--- src/rtl/sram_2rw_param.sv ---
// sram_2rw_param: parametrised true dual-port synchronous RAM, both ports on one clock.
// The array is swept to zero after every reset before requests are accepted.
// Byte write masks are supported. Port A wins bytes on a same-address write/write.
// Reads are read-first and return the old word when the other port writes it.
// Optional feature: define SRAM_OUT_REG_EN to add one output register stage per port.
// With it, read latency is 2 instead of 1.
module sram_2rw_param #(
    parameter int WIDTH  = 16,
    parameter int DEPTH  = 16,
    parameter int ADDR_W = $clog2(DEPTH),
    parameter int MASK_W = WIDTH / 8
) (
    input  logic              clk,
    input  logic              rst,
    output logic              init_done,
    input  logic              a_en,
    input  logic              a_we,
    input  logic [ADDR_W-1:0] a_addr,
    input  logic [MASK_W-1:0] a_wmask,
    input  logic [WIDTH-1:0]  a_wdata,
    output logic [WIDTH-1:0]  a_rdata,
    output logic              a_rvalid,
    input  logic              b_en,
    input  logic              b_we,
    input  logic [ADDR_W-1:0] b_addr,
    input  logic [MASK_W-1:0] b_wmask,
    input  logic [WIDTH-1:0]  b_wdata,
    output logic [WIDTH-1:0]  b_rdata,
    output logic              b_rvalid,
    output logic              collision
);
    localparam int BYTE_W = 32'sd8;

    typedef enum logic [0:0] {ST_INIT = 1'b0, ST_RUN = 1'b1} state_t;

    state_t            state_r;
    logic [ADDR_W-1:0] cnt_r;
    logic              init_done_r;
    logic [WIDTH-1:0]  mem_r [DEPTH];

    logic              a_wr_s, b_wr_s, a_rd_s, b_rd_s, same_addr_s;
    logic [WIDTH-1:0]  a_word_s, b_word_s;
    logic [WIDTH-1:0]  a_rdata1_r, b_rdata1_r;
    logic              a_rvalid1_r, b_rvalid1_r;
    logic              collision_r;

    // Addresses past the last word exist only when DEPTH is not a power of two.
    function automatic logic addr_ok(input logic [ADDR_W-1:0] addr);
        return (int'(addr) < DEPTH);
    endfunction

    // Replace the bytes of old_word selected by mask with the matching bytes of new_word.
    function automatic logic [WIDTH-1:0] merge_bytes(input logic [WIDTH-1:0] old_word,
                                                     input logic [WIDTH-1:0] new_word,
                                                     input logic [MASK_W-1:0] mask);
        logic [WIDTH-1:0] res;
        res = old_word;
        for (int k = 32'sd0; k < MASK_W; k++) begin
            if (mask[k]) begin
                res[BYTE_W*k +: BYTE_W] = new_word[BYTE_W*k +: BYTE_W];
            end
        end
        return res;
    endfunction

    // Qualify this cycle's requests and build the merged words each port would store.
    always_comb begin
        a_wr_s      = init_done_r & a_en & a_we & (|a_wmask) & addr_ok(a_addr);
        b_wr_s      = init_done_r & b_en & b_we & (|b_wmask) & addr_ok(b_addr);
        a_rd_s      = init_done_r & a_en & ~a_we;
        b_rd_s      = init_done_r & b_en & ~b_we;
        same_addr_s = (a_addr == b_addr);
        b_word_s    = merge_bytes(mem_r[b_addr], b_wdata, b_wmask);
        // On a same-address double write, A's bytes are layered on top of B's merge.
        if (b_wr_s && same_addr_s) begin
            a_word_s = merge_bytes(b_word_s, a_wdata, a_wmask);
        end else begin
            a_word_s = merge_bytes(mem_r[a_addr], a_wdata, a_wmask);
        end
    end

    // Clear sequencer: sweep every word once after reset, then remain in RUN.
    always_ff @(posedge clk) begin
        if (rst) begin
            state_r     <= ST_INIT;
            cnt_r       <= {ADDR_W{1'b0}};
            init_done_r <= 1'b0;
        end else begin
            case (state_r)
                ST_INIT: begin
                    if (cnt_r == ADDR_W'(DEPTH - 32'sd1)) begin
                        state_r     <= ST_RUN;
                        init_done_r <= 1'b1;
                    end else begin
                        cnt_r <= cnt_r + ADDR_W'(1'b1);
                    end
                end
                ST_RUN: begin
                    init_done_r <= 1'b1;
                end
                default: begin
                    state_r     <= ST_INIT;
                    cnt_r       <= {ADDR_W{1'b0}};
                    init_done_r <= 1'b0;
                end
            endcase
        end
    end

    // Array update: zero fill while clearing, masked port writes in RUN (A issued last).
    always_ff @(posedge clk) begin
        if (rst) begin
            // Contents are left alone; the clear sweep that follows zeroes them.
        end else if (state_r == ST_INIT) begin
            mem_r[cnt_r] <= {WIDTH{1'b0}};
        end else begin
            if (b_wr_s) begin
                mem_r[b_addr] <= b_word_s;
            end
            if (a_wr_s) begin
                mem_r[a_addr] <= a_word_s;
            end
        end
    end

    // First read stage: capture old contents (read-first) and flag the new data.
    always_ff @(posedge clk) begin
        if (rst) begin
            a_rdata1_r  <= {WIDTH{1'b0}};
            b_rdata1_r  <= {WIDTH{1'b0}};
            a_rvalid1_r <= 1'b0;
            b_rvalid1_r <= 1'b0;
            collision_r <= 1'b0;
        end else begin
            a_rvalid1_r <= a_rd_s;
            b_rvalid1_r <= b_rd_s;
            collision_r <= a_wr_s & b_wr_s & same_addr_s;
            if (a_rd_s) begin
                a_rdata1_r <= addr_ok(a_addr) ? mem_r[a_addr] : {WIDTH{1'b0}};
            end
            if (b_rd_s) begin
                b_rdata1_r <= addr_ok(b_addr) ? mem_r[b_addr] : {WIDTH{1'b0}};
            end
        end
    end

`ifdef SRAM_OUT_REG_EN
    logic [WIDTH-1:0] a_rdata2_r, b_rdata2_r;
    logic             a_rvalid2_r, b_rvalid2_r;

    // Output stage: delay the strobe one cycle and hold data until the next read lands.
    always_ff @(posedge clk) begin
        if (rst) begin
            a_rdata2_r  <= {WIDTH{1'b0}};
            b_rdata2_r  <= {WIDTH{1'b0}};
            a_rvalid2_r <= 1'b0;
            b_rvalid2_r <= 1'b0;
        end else begin
            a_rvalid2_r <= a_rvalid1_r;
            b_rvalid2_r <= b_rvalid1_r;
            if (a_rvalid1_r) begin
                a_rdata2_r <= a_rdata1_r;
            end
            if (b_rvalid1_r) begin
                b_rdata2_r <= b_rdata1_r;
            end
        end
    end

    assign a_rdata  = a_rdata2_r;
    assign b_rdata  = b_rdata2_r;
    assign a_rvalid = a_rvalid2_r;
    assign b_rvalid = b_rvalid2_r;
`else
    assign a_rdata  = a_rdata1_r;
    assign b_rdata  = b_rdata1_r;
    assign a_rvalid = a_rvalid1_r;
    assign b_rvalid = b_rvalid1_r;
`endif

    assign init_done = init_done_r;
    assign collision = collision_r;

endmodule

--- config.mk ---
export PLATFORM = sky130hd
export DESIGN_NAME = sram_2rw_param
export DESIGN_NICKNAME = d
export VERILOG_FILES = /design/src/rtl/sram_2rw_param.sv
export SDC_FILE = /design/constraint.sdc
export NUM_CORES = 1
export LEC_CHECK = 0
export BUFFER_PORTS_ARGS = -buffer_cell sky130_fd_sc_hd__clkbuf_2
export CAP_MARGIN = 20
export CELL_PAD_IN_SITES_DETAIL_PLACEMENT = 2
export CELL_PAD_IN_SITES_GLOBAL_PLACEMENT = 2
export CORE_UTILIZATION = 25
export CTS_CLUSTER_SIZE = 20
export DETAILED_ROUTE_END_ITERATION = 10
export GPL_ROUTABILITY_DRIVEN = 1
export GPL_TIMING_DRIVEN = 0
export HOLD_SLACK_MARGIN = 0.02
export PLACE_DENSITY = 0.52
export SLEW_MARGIN = 0
export SYNTH_ARGS = -nofsm -noshare
export SYNTH_HDL_FRONTEND = slang
export SYNTH_SLANG_ARGS = --single-unit
--- constraint.sdc ---
create_clock -name clk -period 3.5 [get_ports clk]
set_input_delay 0.175 -clock clk [delete_from_list [all_inputs] [get_ports clk]]
set_output_delay 0.175 -clock clk [all_outputs]
set_load 0.05 [all_outputs]
==> flow_summary.yaml <==
setup_path:
  cp-start-kind: "primary input"
  crit_fanout: 11
  arrival_ns: 3.79
  crit_slowest_cell: "nor3_2"
  path_buf_inv: 5
  r2r_slack_ns: 0
  critPathKind: "in -> reg"
  r2r-start: "init_done$_SDFFE_PP0N_"
  reg2reg_depth: 7
  max_stage_delay_ns: 0.72
  cp_top_family: "buffers and inverters"
  reg2reg_to: "mem_r[13][12]$_DFFE_PP_"
  worst_path_most_repeated_cell: "clkbuf_1"
  critPathRequiredTime_ns: 3.78
  path_cells: "dlygate4sd3_1 > clkbuf_1 > nand4b_1 > clkbuf_1 > nor3_2 > nand2_2 > buf_2 > o21ai_4 > buf_16"
  endpoint_kind: "register"
cts:
  h-tree-depth: 2
  cts_sinks: 297
  clk_path_buf_depth: 3
  cts_tree: "yes"
  clock_latency_ns: 0.58
  cts_buffers: 38
  cts.clk_slew.worst_paths_ns: 0.06
  cts_root_buf: "clkbuf_16"
floorplanning:
  die_w_um: 260
  coreArea_um2: 65700
  rows: 94
  die_area_um2: 67500
  start_util: 0.253
  io_pins: 86
  die_y_um: 260
detailed_routing:
  vias: 13345
  wl_per_cell_um: 34.7
  drt_wl_total_um: 79200
  ant_nets: 0
  drc: 0
  drt_pre_antenna_iters: 5
  vias_per_cell: 5.85
  drt_first_iter_violations: 1487
run:
  drv_cap: 0
pwr:
  power.leakage_uw: 0.00674
  irDropWorstVdd_uv: 248
  powerDensity_nw_per_um2: 448
cells_and_area:
  final_cell_count_no_fill: 2282
  final.fill_count: 6858
  fin_nets: 1442
  layout-drive-gt1-share: 0.325
  syn_to_final_growth_pct: 20.0
global_routing:
  grt_util_all_layers: 0.234
  overflow: 0
  grt_pass1_vias: 14004
  grt_pass1_wl_um: 111000
  grt_antenna_before_repair: 1
  grt_max_degree: 17
synth:
  yosysWarnings: 0
  synthDistinctLibCells: 52
  async_reset_ff_frac: 0
  ys_ff_latch: 297
  synth.cell_area_um2: 16600
  synth_edf_count: 256
  synth_commonest_cells: "edfxtp_1, o22ai_1, mux4_2"
  synth_top_area_cell: "edfxtp_1"
  yosys-top-cells-area: "edfxtp_1, mux4_2, o22ai_1"
  ys_seq_area_frac: 0.512
  synth_top_flop_cell: "edfxtp_1"
  yosysMostFrequentCell: "edfxtp_1"
  avgSynthCellArea_um2: 13.3
  syn_nets: 1299
  synth.top_cell.area_share: 0.463
  syn_inst: 1248
sta:
  setup_viol: 4
  max_slew.worst_pin.slew_ns: 1.11
  slew_headroom: 0.259
  finalCritPeriodShare: 1.00
  layout_min_cycle_time_ns: 3.51
  setup_slack_ns: -0.00999
  slew_violations: 0
  finClkSkew_ns: 0.0358
  rsz0062_at_grt: "true"
  fmax_mhz: 285
  whs_ns: 0.0954
  finalHoldViolCount: 0
min_path:
  min_path_cells: 4
  holdPathEnd: "a_rdata[0]$_SDFFE_PP0P_"
  hold_path_class: "in -> reg"
  min-delay-start: "a_we"
placed_design:
  place_hpwl_um: 59700
  place_congestion: 0.842
  portBuffers: 75
  dp.cells: 2209
status:
  violations: "setup timing"
  status: "complete, but fails checks"
power breakdown:
part           total, µW  switching, µW  leakage [µW]  internal (µW)
Clock               4200           1710      0.000614           2480
Sequential          3860           28.7       0.00310           3830
Combinational        881            590       0.00302            291
Total               8940           2330       0.00674           6600
layout by cell type, fill, tap and decap left out, types with 7 or more instances in the layout:
| cell type | netlist | layout |
|---|---|---|
| a21oi_1 | 78 | 75 |
| a22oi_1 | 16 | 15 |
| a22oi_2 | 15 | 16 |
| a32oi_1 | 16 | 16 |
| and2_1 | 8 | 8 |
| buf_2 | 56 | 56 |
| buf_4 | 14 | 20 |
| buf_6 | 9 | 13 |
| buf_8 | 0 | 13 |
| clkbuf_1 | 45 | 48 |
| clkbuf_16 | 0 | 39 |
| clkbuf_2 | 0 | 81 |
| dfxtp_1 | 41 | 41 |
| edfxtp_1 | 256 | 256 |
| mux2_2 | 14 | 14 |
| mux2i_1 | 41 | 41 |
| mux4_2 | 134 | 134 |
| nand2_1 | 88 | 86 |
| nand2_2 | 8 | 10 |
| nand2b_1 | 14 | 14 |
| nor2_1 | 38 | 38 |
| nor4_1 | 13 | 13 |
| o21ai_0 | 25 | 9 |
| o21ai_2 | 0 | 9 |
| o21ai_4 | 0 | 7 |
| o221ai_1 | 8 | 8 |
| o22ai_1 | 233 | 233 |
worst max path at each step:
| stage | start | cells after the start | to | slack, ns |
|---|---|---|---|---|
| floorplan | init_done$_SDFFE_PP0N_ | 6 | mem_r[10][0]$_DFFE_PP_ | 0.05 |
| global placement | state_r$_SDFF_PP0_ | 6 | mem_r[14][12]$_DFFE_PP_ | -2.48 |
| detailed placement | a_addr[1] | 10 | mem_r[11][10]$_DFFE_PP_ | -0.72 |
| CTS | init_done$_SDFFE_PP0N_ | 7 | mem_r[14][11]$_DFFE_PP_ | 0.02 |
| global route | rst | 9 | mem_r[7][11]$_DFFE_PP_ | -0.04 |
| finish | rst | 9 | mem_r[13][12]$_DFFE_PP_ | -0.01 |
worst reg2reg max path: stages, from the launching register on:
cell and delay, ns:
dfxtp_1 0.46, nand4b_1 0.35, clkbuf_1 0.44, nor3_2 0.72, nand2_2 0.38, buf_2 0.40
o21ai_4 0.24, buf_16 0.22
final cells by class:
cell class / count / area, µm² / area share
clock buffers: 51 / 1050 / 0.0527
inverters: 6 / 22.5 / 0.00113
multi-input cells: 816 / 7610 / 0.382
repair buffers: 103 / 766 / 0.0384
plain buffers: 129 / 682 / 0.0342
flip-flops and latches: 297 / 8510 / 0.427
clock inverters: 15 / 224 / 0.0112
diodes: 1 / 2.50 / 0.000125
well taps: 864 / 1080 / 0.0542
per-stage QoR:
stage	util	cell area, µm²	power [µW]	setup slack [ns]	setup TNS, ns
floorplan	-	16600	4430	0.0501	0
global placement	0.275	18100	4770	-2.48	-530.38
detailed placement	0.281	18500	4790	-0.723	-87.92
CTS	0.302	19900	8980	0.0249	0
global route	0.303	19900	9140	-0.0436	-1.17
finish	0.303	19900	8940	-0.00999	-0.0300
what timing repair did:
action                                  CTS  global route
endpoints found under the hold margin     3             0
endpoints found under the setup margin  258            81
hold buffers                              1             0
gates cloned                              0             0
setup buffers                             1             3
gates resized for setup                  21             9
state kept, by name, indices dropped and copies added (netlist names):
name and cells:
b_rdata 16, b_rvalid 1, mem_r 256, init_done 1
state_r 1, a_rdata 16, a_rvalid 1, cnt_r 4
collision 1
cell families (layout without fill, tap and decap cells):
| group | after synthesis | after routing | share of synthesized area |
|---|---|---|---|
| AOI/OAI and AO/OA | 411 | 411 | 0.161 |
| DFF | 297 | 297 | 0.512 |
| and+or+nand+nor | 209 | 209 | 0.0651 |
| muxes | 189 | 189 | 0.216 |
| buffers and inverters | 135 | 304 | 0.0419 |
| xor gates and xnor gates | 6 | 6 | 0.00316 |
| adders and majority gates | 1 | 1 | 0.000753 |
| other | 0 | 1 | 0 |
layer usage:
metal | wire (µm) | part of all wire | global-route usage
met1 | 34800 | 0.44 | 0.319
met3 | 3960 | 0.050 | 0.0270
met2 | 39000 | 0.49 | 0.395
met4 | 1500 | 0.019 | 0.0523
met5 | 0 | 0 | 0
No activity file was read; power rests on OpenSTA's default activity.
